[config.mk]
export PLATFORM = sky130hd
export DESIGN_NAME = fb_scanout_flat
export DESIGN_NICKNAME = d
export VERILOG_FILES = /design/src/rtl/fb_scanout_if.sv /design/src/rtl/fb_scanout.sv /design/src/flat_wrapper.sv
export SDC_FILE = /design/constraint.sdc
export NUM_CORES = 1
export LEC_CHECK = 0
export CORE_MARGIN = 4
export CORE_UTILIZATION = 40
export CTS_BUF_LIST = sky130_fd_sc_hd__clkbuf_4 sky130_fd_sc_hd__clkbuf_8 sky130_fd_sc_hd__clkbuf_16
export CTS_CLUSTER_DIAMETER = 50
export DETAILED_ROUTE_END_ITERATION = 7
export GPL_ROUTABILITY_DRIVEN = 0
export PLACE_DENSITY = 0.71
export SYNTH_ARGS = -nofsm -noshare
export SYNTH_HDL_FRONTEND = slang
export SYNTH_SLANG_ARGS = --single-unit
[constraint.sdc]
create_clock -name clk -period 3.1 [get_ports clk]
set_input_delay 0.62 -clock clk [delete_from_list [all_inputs] [get_ports clk]]
set_output_delay 0.62 -clock clk [all_outputs]
set_load 0.02 [all_outputs]
[src/rtl/fb_scanout_if.sv]
// Framebuffer read port and outgoing pixel stream of the scanout engine.
interface fb_scanout_if #(parameter int DATAW = 4);
  logic             frame_start;
  logic [18:0]      fb_addr;
  logic             fb_rd_en;
  logic [DATAW-1:0] fb_rd_data;
  logic [DATAW-1:0] out_pix;
  logic             out_valid;
  logic             out_ready;
  logic             out_sol;
  logic             out_eol;
  logic             out_eof;
  logic             overrun;

  modport master (
    input  frame_start, fb_rd_data, out_ready,
    output fb_addr, fb_rd_en, out_pix, out_valid, out_sol, out_eol, out_eof, overrun
  );
  modport slave (
    output frame_start, fb_rd_data, out_ready,
    input  fb_addr, fb_rd_en, out_pix, out_valid, out_sol, out_eol, out_eof, overrun
  );
endinterface

[src/rtl/fb_scanout.sv]
// Framebuffer scanout: prefetches pixels linearly into a small FIFO and
// streams them out with line/frame markers under valid/ready flow control.
module fb_scanout #(
  parameter int H_RES      = 800,
  parameter int V_RES      = 480,
  parameter int DATAW      = 4,
  parameter int FIFO_DEPTH = 8
) (
  input  logic         clk,
  input  logic         rst,
  fb_scanout_if.master bus
);
  localparam int              TOTAL     = H_RES * V_RES;
  localparam int              AW        = $clog2(FIFO_DEPTH);
  localparam int              XW        = (H_RES > 1) ? $clog2(H_RES) : 1;
  localparam int              YW        = (V_RES > 1) ? $clog2(V_RES) : 1;
  localparam logic [18:0]     LAST_ADDR = 19'(TOTAL - 1);
  localparam logic [XW-1:0]   X_LAST    = XW'(H_RES - 1);
  localparam logic [YW-1:0]   Y_LAST    = YW'(V_RES - 1);

  typedef enum logic [1:0] {IDLE, FETCH, DRAIN} state_t;
  state_t state, state_nxt;

  logic [DATAW-1:0] mem [FIFO_DEPTH];
  logic [AW-1:0]    wr_ptr, rd_ptr;
  logic [AW:0]      count;
  logic             rd_vld;   // a read was issued last cycle; its data is on fb_rd_data
  logic [18:0]      addr;
  logic [XW-1:0]    ox;
  logic [YW-1:0]    oy;
  logic             overrun_q;
  logic             restart, push, pop, rd_en, last_rd, valid, eol, eof;

  assign restart = bus.frame_start;
  assign valid   = (count != '0);
  assign pop     = valid && bus.out_ready;
  assign push    = rd_vld && !restart;
  assign eol     = valid && (ox == X_LAST);
  assign eof     = eol && (oy == Y_LAST);
  assign last_rd = rd_en && (addr == LAST_ADDR);

  always_ff @(posedge clk or posedge rst) begin
    if (rst) state <= IDLE;
    else     state <= state_nxt;
  end

  always_comb begin
    state_nxt = state;
    if (restart) state_nxt = FETCH;
    else begin
      case (state)
        FETCH:   if (last_rd) state_nxt = DRAIN;
        DRAIN:   if (pop && eof) state_nxt = IDLE;
        default: ;
      endcase
    end
  end

  // Occupancy plus the single in-flight read bounds prefetch, so a push never overflows.
  always_comb begin
    rd_en = 1'b0;
    if (state == FETCH && !restart)
      rd_en = (int'(count) + int'(rd_vld)) < FIFO_DEPTH;
  end

  always_ff @(posedge clk or posedge rst) begin
    if (rst) begin
      addr      <= '0;
      rd_vld    <= 1'b0;
      wr_ptr    <= '0;
      rd_ptr    <= '0;
      count     <= '0;
      ox        <= '0;
      oy        <= '0;
      overrun_q <= 1'b0;
    end else if (restart) begin
      if (state != IDLE) overrun_q <= 1'b1;
      addr   <= '0;
      rd_vld <= 1'b0;
      wr_ptr <= '0;
      rd_ptr <= '0;
      count  <= '0;
      ox     <= '0;
      oy     <= '0;
    end else begin
      rd_vld <= rd_en;
      if (rd_en) addr   <= addr + 19'd1;
      if (push)  wr_ptr <= wr_ptr + AW'(1);
      if (pop) begin
        rd_ptr <= rd_ptr + AW'(1);
        if (ox == X_LAST) begin
          ox <= '0;
          oy <= (oy == Y_LAST) ? '0 : oy + YW'(1);
        end else begin
          ox <= ox + XW'(1);
        end
      end
      count <= count + (AW+1)'(push) - (AW+1)'(pop);
    end
  end

  always_ff @(posedge clk) begin
    if (push) mem[wr_ptr] <= bus.fb_rd_data;
  end

  assign bus.fb_addr   = addr;
  assign bus.fb_rd_en  = rd_en;
  assign bus.out_valid = valid;
  assign bus.out_pix   = valid ? mem[rd_ptr] : '0;
  assign bus.out_sol   = valid && (ox == '0);
  assign bus.out_eol   = eol;
  assign bus.out_eof   = eof;
  assign bus.overrun   = overrun_q;
endmodule

[src/flat_wrapper.sv]
// flat-port wrapper written by rule: the top's interface ports become plain ports
module fb_scanout_flat 
#(
  parameter int H_RES      = 800,
  parameter int V_RES      = 480,
  parameter int DATAW      = 4,
  parameter int FIFO_DEPTH = 8
)
  (clk, rst, bus_frame_start, bus_fb_rd_data, bus_out_ready, bus_fb_addr, bus_fb_rd_en, bus_out_pix, bus_out_valid, bus_out_sol, bus_out_eol, bus_out_eof, bus_overrun);
  fb_scanout_if #(.DATAW(DATAW)) bus_i ();
  input  logic clk;
  input  logic rst;
  input wire logic [$bits(bus_i.frame_start)-1:0] bus_frame_start;
  input wire logic [$bits(bus_i.fb_rd_data)-1:0] bus_fb_rd_data;
  input wire logic [$bits(bus_i.out_ready)-1:0] bus_out_ready;
  output wire logic [$bits(bus_i.fb_addr)-1:0] bus_fb_addr;
  output wire logic [$bits(bus_i.fb_rd_en)-1:0] bus_fb_rd_en;
  output wire logic [$bits(bus_i.out_pix)-1:0] bus_out_pix;
  output wire logic [$bits(bus_i.out_valid)-1:0] bus_out_valid;
  output wire logic [$bits(bus_i.out_sol)-1:0] bus_out_sol;
  output wire logic [$bits(bus_i.out_eol)-1:0] bus_out_eol;
  output wire logic [$bits(bus_i.out_eof)-1:0] bus_out_eof;
  output wire logic [$bits(bus_i.overrun)-1:0] bus_overrun;
  assign bus_i.frame_start = bus_frame_start;
  assign bus_i.fb_rd_data = bus_fb_rd_data;
  assign bus_i.out_ready = bus_out_ready;
  assign bus_fb_addr = bus_i.fb_addr;
  assign bus_fb_rd_en = bus_i.fb_rd_en;
  assign bus_out_pix = bus_i.out_pix;
  assign bus_out_valid = bus_i.out_valid;
  assign bus_out_sol = bus_i.out_sol;
  assign bus_out_eol = bus_i.out_eol;
  assign bus_out_eof = bus_i.out_eof;
  assign bus_overrun = bus_i.overrun;
  fb_scanout #(.H_RES(H_RES), .V_RES(V_RES), .DATAW(DATAW), .FIFO_DEPTH(FIFO_DEPTH)) u_core (.clk(clk), .rst(rst), .bus(bus_i));
endmodule
== Word level (Yosys, flattened, before mapping) ==
Memories as Yosys holds them, arrays and structs flattened.
Cells that the tools add are included.
Word-level totals
  input bits: 8
  memories kept: 1
  memory bits (writable): 32
  register bits: 52
  output and inout port bits: 29
Memory list
  u_core.mem: words 8, width 4, read ports 1, clocked after memory_dff 0, write ports 1, line fb_scanout.sv:24  | logic [DATAW-1:0] mem [FIFO_DEPTH];
Cells by class
  equal/unequal tests: 7
  order comparisons: 1
  reductions and logical operators: 20
  mux-type cells: 23
  add/sub/neg operators: 8
Operator list (count)
  $mux 19: 2
  $mux 9: 4
  $lt 32x5->1 const B: 1
  $mux 10: 3
  $add 19x1->19 const B: 1
  $eq 19x19->1 const B: 1
  $mux 3: 4
  $add 10x1->10 const B: 1
  $eq 10x10->1 const B: 1
  $logic_not 10->1: 1
  $reduce_bool 2->1: 5
  $add 9x1->9 const B: 1
  $eq 9x9->1 const B: 1
  $logic_and 1x1->1: 8
  $mux 4: 2
  $add 3x1->3 const B: 2
  $mux 2: 3
  $ne 3x2->1 const B: 2
  $add 4x1->5: 1
  $add 4x1->4: 1
  $mux 1: 4
  $pmux 2 s2: 1
  $reduce_and 2->1: 2
  $reduce_bool 4->1: 1
  other kinds (6): 6

== Depth between registers and ports, before layout ==
Gate-level depths: netlist (run 1).
  depth after elaboration: 7
  gate-level depth with buffers: 13

== Worst setup path before layout (run 1) ==
Ideal clock, no wire load.
  path type: register to register
  from: register u_core.count[2]
  to: register u_core.count[2]
  data arrival time: 2.458 ns
  slack: 0.510 ns
  required time: 2.968 ns
  stages on the path, launching flop included: 13
  cell sequence: dfrtp_1 -> inv_1 -> ha_1 -> nor3b_1 -> clkinv_1 -> nand2_1 -> inv_1 -> ha_1 -> inv_1 -> ha_1 -> fa_1 -> xnor2_1 -> nor2_1
On the way
  word-level cells in the longest chain between the ends: 4
RTL lines
  start, declared: line fb_scanout.sv:26  | logic [AW:0] count;
  start signal, assigned: line fb_scanout.sv:98  | count <= count + (AW+1)'(push) - (AW+1)'(pop);
  $reduce_bool 4->1: line fb_scanout.sv:35  | assign valid = (count != '0);
  via bus_out_valid: line flat_wrapper.sv:19  | output wire logic [$bits(bus_i.out_valid)-1:0] bus_out_valid;
  $logic_and 1x1->1: line fb_scanout.sv:36  | assign pop = valid && bus.out_ready;
  $sub 4x1->4: line fb_scanout.sv:98
  $mux 4: line fb_scanout.sv:76  | end else if (restart) begin
The timed path passes the listed nets, and every way through them passes these cells.
A chain may end at the register's enable or synchronous reset.

== Worst setup path in the final report (run 1) ==
  from: register u_core.ox[1]
  to: output bus_out_eol
On the way
  word-level cells in the longest chain between the ends: 2
RTL lines
  start, declared: line fb_scanout.sv:29  | logic [XW-1:0] ox;
  start signal, assigned: line fb_scanout.sv:95  | ox <= ox + XW'(1);
  $eq 10x10->1: line fb_scanout.sv:38  | assign eol = valid && (ox == X_LAST);
  $logic_and 1x1->1: line fb_scanout.sv:38
  end, declared: line flat_wrapper.sv:21  | output wire logic [$bits(bus_i.out_eol)-1:0] bus_out_eol;
Every way passes these cells.

==> results of run 1 <==
==> worst max-delay path: stages, from the launching register on <==
cell,delay [ps]
dfrtp_1,430
ha_1,220
and4_1,260
nand3_1,220
nor2_1,180
clkdlybuf4s50_1,630
==> final cells by class <==
cell class	instances	area [um^2]
Sequential cell	84	2262
Multi-Input combinational cell	256	1772
Clock buffer	14	167.7
Clock inverter	2	35.03
Inverter	19	71.32
Timing Repair Buffer	50	467.9
Tap cell	136	170.2
Fill cell	939	5331
==> logic make-up (layout without fill, tap and decap cells) <==
kind of cell / after synthesis / count (layout)
xor+xnor: 9 / 9
fa+ha+maj: 14 / 14
buf+inv: 36 / 85
mux: 21 / 21
compound gates: 57 / 57
simple gates: 155 / 155
flops: 84 / 84
==> through the flow <==
stage	power [mW]	instance area [um^2]
after floorplan	1.939	4185
after global placement	2.270	4741
after detailed placement	2.307	4741
after CTS	3.116	4943
after global routing	3.269	4946
final	3.086	4946
==> Yosys cell counts (3+ instances only) <==
master,count
mux4_2,8
or3_1,7
nand3_1,20
nor3_1,9
o21ai_0,11
nor4_1,4
o41ai_1,4
xor2_1,3
a31oi_1,4
nor2b_1,4
o311ai_0,3
edfxtp_1,32
nand2_1,35
or4_1,5
a21oi_1,19
a21o_1,3
and4_1,7
xnor2_1,6
and3_1,3
ha_1,13
dfrtp_1,52
mux2i_1,12
clkbuf_1,13
o31ai_1,6
inv_1,17
nand4_1,11
nor2_1,29
nand2b_1,4
==> power by group <==
part / internal [mW] / switching [mW]
clock network: 0.430 / 0.377
logic: 0.443 / 0.507
registers: 1.23 / 0.100
==> routing by layer <==
layer | vias up | part of all wire [%] | track usage [%]
li1 | 1483 | - | -
met1 | 1544 | 43 | 20.39
met2 | 79 | 51 | 26.91
met3 | 12 | 4.0 | 2.796
met4 | 0 | 2.0 | 6.860
met5 | - | 0 | 0
==> worst paths after layout <==
path,cells after the start,start,endpoint,slack (ps)
worst min register to register,1,u_core.bus.overrun$_DFFE_PP0P_,u_core.bus.overrun$_DFFE_PP0P_,490
worst min-delay path,1,u_core.bus.overrun$_DFFE_PP0P_,u_core.bus.overrun$_DFFE_PP0P_,490
worst max-delay path,5,u_core.ox[1]$_DFFE_PP0P_,bus_out_eol,170
max in group asynchronous,3,rst,u_core.bus.fb_addr[13]$_DFFE_PP0P_,1900
min in group asynchronous,3,rst,u_core.count[3]$_DFF_PP0_,760
worst max register to register,12,u_core.count[2]$_DFF_PP0_,u_core.count[2]$_DFF_PP0_,400
==> sequential cells by signal, summed over array words and instances, names as in the netlist <==
name,cells
u_core.mem,32
u_core.bus.fb_addr,19
u_core.ox,10
u_core.oy,9
u_core.count,4
u_core.rd_ptr,3
u_core.wr_ptr,3
u_core.state,2
u_core.bus.overrun,1
u_core.rd_vld,1
==> what timing repair did <==
item                       in CTS  in global routing
setup buffers                   0                  0
resized for setup               0                  1
setup endpoints to repair       0                  1
==> results by stage, run 1 <==
Global routing:
- The number of antenna violations at the first check in global routing is 0.
- Global routing used 16.01% of the available tracks.
- After global routing the overflow that remains totals 0.
- The wire length of the first global-routing pass is 15010 um.
- The via count of the first global-routing pass is 3125.
- The largest net degree at the start of global routing is 53.

Drt:
- In the routed layout, each cell is associated on average with a via count of 5.558.
- The detailed router's first-iteration violation count is 203.
- The number of iterations in the first detailed-routing pass is 5.
- The remaining design rule violation count is 0.
- The antenna violation net count after detailed routing is 0.
- The wire length reported by the detailed router is 8894 um.
- The detailed router placed 3118 vias in this run.
- In the final routed layout, each cell accounts on average for 15.85 um.

CTS:
- Buffers inserted during clock tree synthesis total 9.
- The H-tree generated during clock tree synthesis spans 3 levels.
- The TritonCTS sink count is 84.
- The clock tree from TritonCTS is built.
- For this design, the CTS-stage hold fixing added 0 buffers.
- The maximum clock insertion buffer count is 2.
- After clock tree synthesis, the clock-pin slew on the worst setup and hold paths is 80 ps.
- The later pin in the worst-skew pair is clocked with a latency of 360 ps.
- Clock tree synthesis selected as its root buffer the cell clkbuf_8.

Synth:
- Counting every instance in the synthesized netlist gives 376.
- The post-synthesis net count is 398.
- The main combinational cell family by area after synthesis is simple AND/OR/NAND/NOR gates.
- After Yosys synthesis, and, or, nand and nor cells account for 19.88% of the synthesized area.
- The distinct cell type count after synthesis is 50.
- The largest total area in the synthesized netlist belongs to dfrtp_1.
- Summing the areas of all compound-gate instances in the mapped netlist gives 8.759% of the synthesized area.
- Counting flops and latches in the post-synthesis netlist gives 84.
- Multiplexer cells account for 7.444% of the synthesized area.
- The synthesized area is 4185 um^2.
- Sorting the synthesized cells by area gives the leading types as dfrtp_1, edfxtp_1, mux4_2.
- The post-synthesis share of cell area spent on xor and xnor gates is 1.883%.
- The number of synthesis warnings is 0.
- The number of flops mapped to enable cells by yosys is 32.
- After synthesis, the largest area contributor takes up 31.09% of total cell area.
- Among all flip-flop cells after synthesis, the most frequent one is dfrtp_1.
- In the synthesized netlist the async set-or-reset flop fraction comes to 61.90%.
- After synthesis, flip-flops and latches occupy 54.05% of the total area.
- The adder-cell area share of the yosys netlist is 4.365%.
- The synthesized area per cell is 11.13 um^2.

Final layout:
- Of the cells placed in the final design, the portion with a size suffix greater than 1 is 10.35%.
- The signed area change from the synthesized netlist to the final layout is 18.18%.
- The commonest non-fill, non-tap cell in the layout is dfrtp_1.
- 0 antenna diodes ended up in the layout.
- For this run, the post-layout net count is 442.
- The non-filler instance count after layout is 561.
- Measured on the finished design, the core utilization comes to 48.13%.
- The library cells used most frequently in the layout, excluding fill and tap cells, are dfrtp_1, nand2_1, clkdlybuf4s50_1.

STA:
- The final hold slack is 487.7 ps.
- The worst path meets setup with 169.5 ps of slack.
- The final-report max-slew violation count came to 0.
- The worst path uses 94.53% of the clock period.
- The final clock skew is 7.477 ps.
- The headroom to the max-slew limit is 55.11%.
- Derived from the worst setup path, the maximum achievable clock frequency is 341.2 MHz.
- At the pin with the least slew margin, the transition time is 673.4 ps.
- The time the worst path needs with I/O delays and setup is 2931 ps.
- Setup repair after global routing left no endpoint under its margin.
- In the final timing run, aggregate negative setup slack is 0 ps.
- Setup violations remaining at the end of the flow were counted as 0.
- The total count of hold-check failures in the final report came to 0.

Die:
- The die covers 12160 um^2.
- The starting density of the core is 40.72%.
- Row generation in the floorplan step produced 37 rows.
- Measured along the x axis, the die boundary spans 110.3 um.
- The core region is 10280 um^2.
- The die is 110.3 um tall.
- Pin placement for this block handled 37 I/O pins.

Critical path:
- The kind of start point of the critical path is a flip-flop.
- The critical setup path kind is flip-flop to primary output.
- The type of destination of the critical path is a primary output.
- Of all nets on the critical path, the largest fanout is 6.
- Data on the critical path is required at its endpoint by 2480 ps.
- STA puts the critical path data arrival time at 2310 ps.

Placed design:
- The placed wire-length estimate after detailed placement is 6277 um.
- OpenSTA, run right after detailed placement, puts the worst setup slack at 158.9 ps.
- The number of placed cells counting well taps is 545.
- The count of buffers from port buffering is 36.

Job:
- Across the run, the number of max-cap violations was 0.

Power and ir drop:
- IR analysis of the VDD net gives a maximum drop of 0.3528 mV.
- The static leakage is 1.911 nW.
- Dividing total power by cell area gives a power density of 623.9 nW/um^2.

Hold path:
- The worst hold-check path type is flip-flop to flip-flop.

Run status:
- The run finished with clean final reports.
Power figures use the tool's default switching activity.
==> run 2: changes to the inputs <==
--- a/config.mk
+++ b/config.mk
@@ -5,6 +5,7 @@
 export SDC_FILE = /design/constraint.sdc
 export NUM_CORES = 1
 export LEC_CHECK = 0
+export CORE_ASPECT_RATIO = 0.6
 export CORE_MARGIN = 4
 export CORE_UTILIZATION = 40
 export CTS_BUF_LIST = sky130_fd_sc_hd__clkbuf_4 sky130_fd_sc_hd__clkbuf_8 sky130_fd_sc_hd__clkbuf_16
==> run 2 against run 1 <==
Against the previous run:
- largest cell class unchanged
- register-to-register slack improved by 140 ps
- fmax fell by 0.81%
- flip-flop and latch count did not move
- critical path type is now input pin to primary output
- highest routed layer unchanged
- clock power rose by 35%
- critical path depth did not move
- via count fell by 0.90%
==> results by stage, run 2 (same netlist as run 1, synthesis figures left out) <==
Drt:
- The final layout contains routed wiring with a total length of 9579 um.
- The detailed router's first-iteration violation count is 210.
- The average wire per cell in the routed design is 17.20 um.
- The total via count in the routed design is 3090.
- The detail-routed via count per cell is 5.548.
- For this run, design rule violations remaining after detail routing come to 0.
- The pre-antenna-repair detailed-routing pass consisted of 5 iterations.
- The detail route stage leaves a number of antenna-violating nets equal to 0.

Die:
- The die is 87.24 um tall.
- The count of pins on the block boundary is 37.
- The die area is 12220 um^2.
- The horizontal die dimension is 140.1 um.
- Row generation in the floorplan step produced 28 rows.
- The starting density of the core is 41.77%.
- The core area is 10020 um^2.

Final layout:
- The utilization after layout is 50.25%.
- Counting flops per register, the top entry is u_core.mem.
- The non-filler instance count after layout is 557.
- Of the cells placed in the final design, the portion with a size suffix greater than 1 is 10.66%.
- The net total in the final layout is 439.
- Leaving out fill and tap cells, the most frequent cells in the layout are dfrtp_1, clkdlybuf4s50_1, nand2_1.
- The antenna diode instance count is 0.
- The signed area change from the synthesized netlist to the final layout is 20.30%.
- The number of flip-flops under the largest register name is 32.
- Leaving out fill and tap cells, the most frequent cell in the layout is dfrtp_1.

Critical path:
- The largest delay contributor family on the critical path is buffers and inverters.
- The start point of the critical path is bus_frame_start.
- The most repeated library cell on the critical path is clkdlybuf4s50_1.
- The required time at the endpoint of the critical path is 2480 ps.
- STA classifies the critical path startpoint as an input pin.
- The setup slack on the worst flop-to-flop path is 540 ps.
- The critical path goes through clkdlybuf4s50_1, or3b_1, a211o_1, clkinv_1, clkdlybuf4s50_1.
- The worst flop-to-flop path startpoint is u_core.count[2]$_DFF_PP0_.
- For this run, the slowest stage of the critical path takes 600 ps.
- STA classifies the critical path endpoint as a primary output.
- Of all nets on the critical path, the largest fanout is 2.
- The critical setup path kind is input pin to primary output.
- The total buffers and inverters traversed by the critical path is 3.
- Data on the critical path arrives at its endpoint at 2330 ps.
- The worst register-to-register path ends at u_core.count[2]$_DFF_PP0_.
- The standard cell with the maximum stage delay on the critical path is clkdlybuf4s50_1.
- The number of cells on the worst reg-to-reg path is 12.

Power and ir drop:
- The power consumption is 3.353 mW.
- The static leakage is 1.919 nW.
- The worst-case IR drop observed on VDD is 0.2950 mV.
- The power density over cell area is 665.9 nW/um^2.

CTS:
- The hold-fix buffer count after cts is 0.
- The clock passes through at most 2 buffers.
- At the later pin of the worst-skew pair, clock insertion delay measures 340 ps.
- The H-tree was split into 3 levels.
- The cell sitting at the root of the clock tree is a clkbuf_16.
- The number of buffers inserted by post-CTS setup repair is 0.
- The clock transition at the registers of the reported paths is 70 ps.
- TritonCTS built the clock tree.
- The CTS buffer count is 9.
- Clock tree synthesis found a total of 84 sinks.

Hold path:
- Counting instances, the worst hold path has a depth of 1.
- The worst hold path terminates at u_core.bus.overrun$_DFFE_PP0P_.
- The worst hold path begins at u_core.bus.overrun$_DFFE_PP0P_.
- The worst hold-check path type is flip-flop to flip-flop.

STA:
- Clock skew on the completed layout was measured at 7.183 ps.
- The total count of hold-check failures in the final report was 0.
- The transition time at the pin with the least slew margin is 662.4 ps.
- Setup violations remaining at the end of the flow were counted as 0.
- The final-layout setup total negative slack is 0 ps.
- The final hold slack is 469.1 ps.
- The headroom to the max-slew limit is 55.84%.
- Subtracting the final worst setup slack from the clock period gives 2954 ps.
- The final cycle utilization of the critical path is 95.30%.
- The final-report max-slew violation count is 0.
- Setup repair after global routing left no endpoint under its margin.
- Timing would allow up to 338.5 MHz.

Job:
- The number of maximum-capacitance violations is 0.

Global routing:
- The number of antenna violations at the first check in global routing came to 0.
- Entering global routing, the biggest net connects 53 pins.
- The routing usage on met2 is 24.20%.
- The most heavily used metal layer in global routing is met1.
- The met1 capacity usage during global routing is 25.11%.
- Global routing finished with a remaining overflow of 0.
- The via count of the first global-routing pass is 3053.
- The first global-routing pass estimated 16100 um of wire.
- For this run, the total global-route usage over all layers was measured as 16.71%.
- The fraction of met3 tracks used by global routing is 4.279%.

Placed design:
- Buffers placed on the I/O ports in this run total 36.
- The placed wire-length estimate after detailed placement is 6786 um.
- After detailed placement, the design holds a cell count of 541.

Run status:
- The flow ran to the end, and the final reports show no timing, DRC or antenna violations.
[run 2: cell count changes in the layout (fill, tap and decap cells not counted), moves of 2 or more]
cell | previous run | this run
clkbuf_8 | 10 | 0
clkbuf_16 | 0 | 9
clkbuf_4 | 4 | 0
buf_4 | 14 | 11
inv_6 | 0 | 3
clkinv_4 | 0 | 2
[run 2: power breakdown]
part	leakage (nW)	internal [mW]	switching, mW
Combinational	0.779	0.421	0.493
Sequential	0.993	1.23	0.117
Clock	0.147	0.635	0.456
[run 2: stage by stage]
| step | worst slack, ps | area [um^2] |
|---|---|---|
| after floorplan | 509.9 | 4185 |
| after global placement | 162.3 | 4717 |
| after detailed placement | 156.2 | 4717 |
| after CTS | 65.77 | 5029 |
| after global routing | 1.440 | 5035 |
| final | 145.6 | 5035 |
[run 2: worst max path at each step]
stage / end / slack [ps] / cells after the start
final: bus_fb_rd_en / 150 / 5
after global routing: bus_out_eof / 1 / 5
after CTS: bus_out_pix[1] / 70 / 5
after detailed placement: bus_fb_rd_en / 160 / 5
after global placement: bus_fb_rd_en / 160 / 5
after floorplan: u_core.count[2]$_DFF_PP0_ / 510 / 12
[run 2: final cells by class]
cell class | count | area, um^2
multi-input combinational | 256 | 1782
inverter | 19 | 71.32
clock inverter | 7 | 81.33
sequential | 84 | 2263
tap | 135 | 168.9
clock buffer | 9 | 225.2
fill | 907 | 4985
timing repair buffer | 47 | 442.9
[run 2: what timing repair did]
action | CTS | global route
setup endpoints to repair | 1 | 3
gates resized for setup | 1 | 3
gates cloned | 0 | 0
[run 2: metal layers]
metal	up-vias	wire length [um]
met4	0	51
li1	1485	-
met1	1533	4856
met5	-	0
met3	4	532
met2	68	4138
==> run 3: changes to the inputs <==
--- a/config.mk
+++ b/config.mk
@@ -7,12 +7,12 @@
 export LEC_CHECK = 0
 export CORE_ASPECT_RATIO = 0.6
 export CORE_MARGIN = 4
-export CORE_UTILIZATION = 40
+export CORE_UTILIZATION = 33
 export CTS_BUF_LIST = sky130_fd_sc_hd__clkbuf_4 sky130_fd_sc_hd__clkbuf_8 sky130_fd_sc_hd__clkbuf_16
 export CTS_CLUSTER_DIAMETER = 50
 export DETAILED_ROUTE_END_ITERATION = 7
 export GPL_ROUTABILITY_DRIVEN = 0
-export PLACE_DENSITY = 0.71
+export PLACE_DENSITY = 0.53
 export SYNTH_ARGS = -nofsm -noshare
 export SYNTH_HDL_FRONTEND = slang
 export SYNTH_SLANG_ARGS = --single-unit
==> run 3 against run 2 <==
Against the previous run:
- fmax is 0.23% higher
- via count rose by 1.7%
- critical path depth increased by 3
- routed wire length increased by 2.3%
- count of clock-buffer cells in the layout unchanged
- core utilization down 8.4 points
- worst setup slack better by 6.9 ps
- non-clock buffer count up 2
==> results by stage, run 3 (same netlist as run 1, synthesis figures left out) <==
Die:
- In this run the horizontal extent of the chip is 153.4 um.
- The die area is 14610 um^2.
- The floorplan step defined a core boundary enclosing 12220 um^2.
- In this run the vertical extent of the chip is 95.24 um.
- The starting density of the core is 34.25%.
- The total number of placement rows is 31.
- 37 I/O pins were placed.

Final layout:
- u_core.mem holds more flip-flops than any other register.
- In the final layout, the share of cells above drive strength 1 is 10.14%.
- The filler cell count in the final layout is 1131.
- The utilization after layout is 41.89%.
- Once layout is complete, the cells apart from fillers number 589.
- At the end of the flow, the number of nets in the layout was 441.
- Leaving out fill and tap cells, the most frequent cell in the layout is dfrtp_1.
- From synthesis to final layout, the design area changed by 22.30%.
- The antenna diode instance count is 0.
- Leaving out fill and tap cells, the most frequent cells in the layout are dfrtp_1, nand2_1, clkdlybuf4s50_1.
- After routing the design area is 5119 um^2.
- The register with the most flip-flops in the layout has 32 of them.

Drt:
- The antenna violation net count after detailed routing is 0.
- The routed design has 9802 um of wire.
- The total via count in the routed design is 3143.
- The detail-routed via count per cell is 5.336.
- In this run, the number of DRC markers left after iteration 0 of detailed routing was 195.
- The number of iterations in the first detailed-routing pass is 5.
- In the routed design, unresolved DRC markers number 0.
- In the final routed layout, each cell accounts on average for 16.64 um.

Hold path:
- The start point of the worst min-delay path is u_core.bus.overrun$_DFFE_PP0P_.
- Along the worst hold path, the cell count comes to 1.
- The tightest min-delay check is of the flip-flop to flip-flop type.
- The sink of the worst hold path is u_core.bus.overrun$_DFFE_PP0P_.

STA:
- The final hold slack is 479.0 ps.
- The time the worst path needs with I/O delays and setup is 2948 ps.
- The total of endpoints with negative setup slack in the final report is 0.
- Based on the critical path, the design can be clocked at up to 339.3 MHz.
- The final clock skew is 8.350 ps.
- The transition time at the pin with the least slew margin is 557.1 ps.
- The headroom to the max-slew limit is 62.86%.
- The final-report max-slew violation count was 0.
- The final-layout setup total negative slack is 0 ps.
- In the post-route analysis, the smallest setup slack over all paths is 152.5 ps.
- The total count of hold-check failures in the final report is 0.
- Setup repair after global routing left no endpoint under its margin.
- The final cycle utilization of the critical path is 95.08%.

Power and ir drop:
- Sequential cells burn 38.6% of the power.
- The reported net switching power is 1.049 mW.
- The power consumption is 3.452 mW.
- Summed over all cells, the static leakage comes to 1.966 nW.
- IR analysis of the VDD net gives a maximum drop of 0.3747 mV.
- Power spread over the standard cell area amounts to 674.4 nW/um^2.
- The clock network accounts for 32.8% of the total power.
- Of the total power, combinational logic draws 28.6%.
- Net switching is 30.39% of the power.
- The cell-internal power is 2.403 mW.

CTS:
- Once the clock tree was built, the setup fixing pass inserted 0 buffers.
- The CTS buffer count is 9.
- TritonCTS built the clock tree.
- The clock transition at the registers of the reported paths is 60 ps.
- The number of H-tree levels is 3.
- The clock root buffer master is clkbuf_16.
- The later pin in the worst-skew pair is clocked with a latency of 330 ps.
- No sink is reached through more buffers than the 2 on the longest clock path.
- The TritonCTS sink count is 84.

Critical path:
- The worst setup path is captured at a primary output.
- The number of cells on the worst reg-to-reg path is 13.
- At the worst endpoint, the arrival time is 2330 ps.
- On the worst path, the slowest cell contributes a delay of 530 ps.
- At the worst endpoint, the required time is 2480 ps.
- The endpoint identified for the worst register-to-register timing path is u_core.count[2]$_DFF_PP0_.
- Traced cell by cell, the critical path runs through inv_1, ha_1, nor3b_2, buf_12, clkinv_1, buf_4, and4_1, clkdlybuf4s50_1.
- For this design, the slowest cell found on the critical path is clkdlybuf4s50_1.
- The maximum fanout along the worst path is 11.
- The worst flop-to-flop path startpoint is u_core.count[2]$_DFF_PP0_.
- The kind of start point of the critical path is a flip-flop.
- The setup slack on the worst flop-to-flop path is 540 ps.
- The setup path with the least slack is of type flip-flop to primary output.

Run status:
- The flow ran to the end, and the final reports show no timing, DRC or antenna violations.

Global routing:
- The largest net degree at the start of global routing is 37.
- The wire length of the first global-routing pass is 16430 um.
- The via count of the first global-routing pass was 3023.
- In the global route stage, overall resource usage came out at 14.18%.
- The number of antenna violations at the first check in global routing is 0.
- The global route total overflow is 0.

Job:
- Across the run, the number of max-cap violations was 0.

Placed design:
- In this run the cell area measured after placement is 4795 um^2.
- The placed wire-length estimate after detailed placement is 6893 um.
- The number of placed cells counting well taps is 573.
- During placement, the flow inserted port buffers numbering 36.
- Timing analysis after detailed placement gives a worst setup slack of 155.4 ps.
[run 3: layout make-up]
type                            count  area, um^2  area share, %
Timing Repair Buffer               49       485.5          9.484
Tap cell                          165       206.4          4.033
Sequential cell                    84        2262          44.19
Multi-Input combinational cell    256        1777          34.71
Clock inverter                      7       91.34          1.784
Inverter                           19       71.32          1.393
Clock buffer                        9       225.2          4.400
[run 3: power groups by stage]
stage / logic (mW) / registers [mW] / clock network (mW)
2_1_floorplan: 0.611 / 1.33 / 0
3_3_place_gp: 0.975 / 1.35 / 0
3_5_place_dp: 0.991 / 1.35 / 0
4_1_cts: 1.00 / 1.33 / 1.16
5_1_grt: 1.09 / 1.35 / 1.22
6_report: 0.987 / 1.33 / 1.13
[run 3: how the worst max path moves through the flow]
stage,start,endpoint,slack [ps],depth (start not counted)
after global routing,u_core.count[2]$_DFF_PP0_,bus_out_sol,40,8
final,u_core.count[2]$_DFF_PP0_,bus_out_sol,150,8
after global placement,bus_frame_start,bus_fb_rd_en,150,5
after CTS,u_core.ox[1]$_DFFE_PP0P_,bus_out_eof,40,5
after detailed placement,bus_frame_start,bus_fb_rd_en,160,5
after floorplan,u_core.count[2]$_DFF_PP0_,u_core.count[2]$_DFF_PP0_,510,12
[run 3: repair_timing]
| item | in CTS | in global routing |
|---|---|---|
| gates resized for setup | 1 | 1 |
| hold endpoints to repair | 0 | 0 |
| endpoints found under the setup margin | 1 | 1 |
| hold buffers | 0 | 0 |
[run 3: metal layers]
metal,vias to the layer above,GRT usage [%],part of all wire (%),wire length (um)
met4,0,3.233,0.74,73
met5,-,0,0,0
met2,103,19.14,42,4098
met1,1545,22.14,51,4987
met3,5,4.082,6.6,643
li1,1490,-,-,-
[run 3: worst max-delay path: cells and delay by family, from the launching register on]
kind          cells  cell delay (ps)
flops             1              410
buf+inv           5             1050
simple gates      2              380
fa+ha+maj         1              150
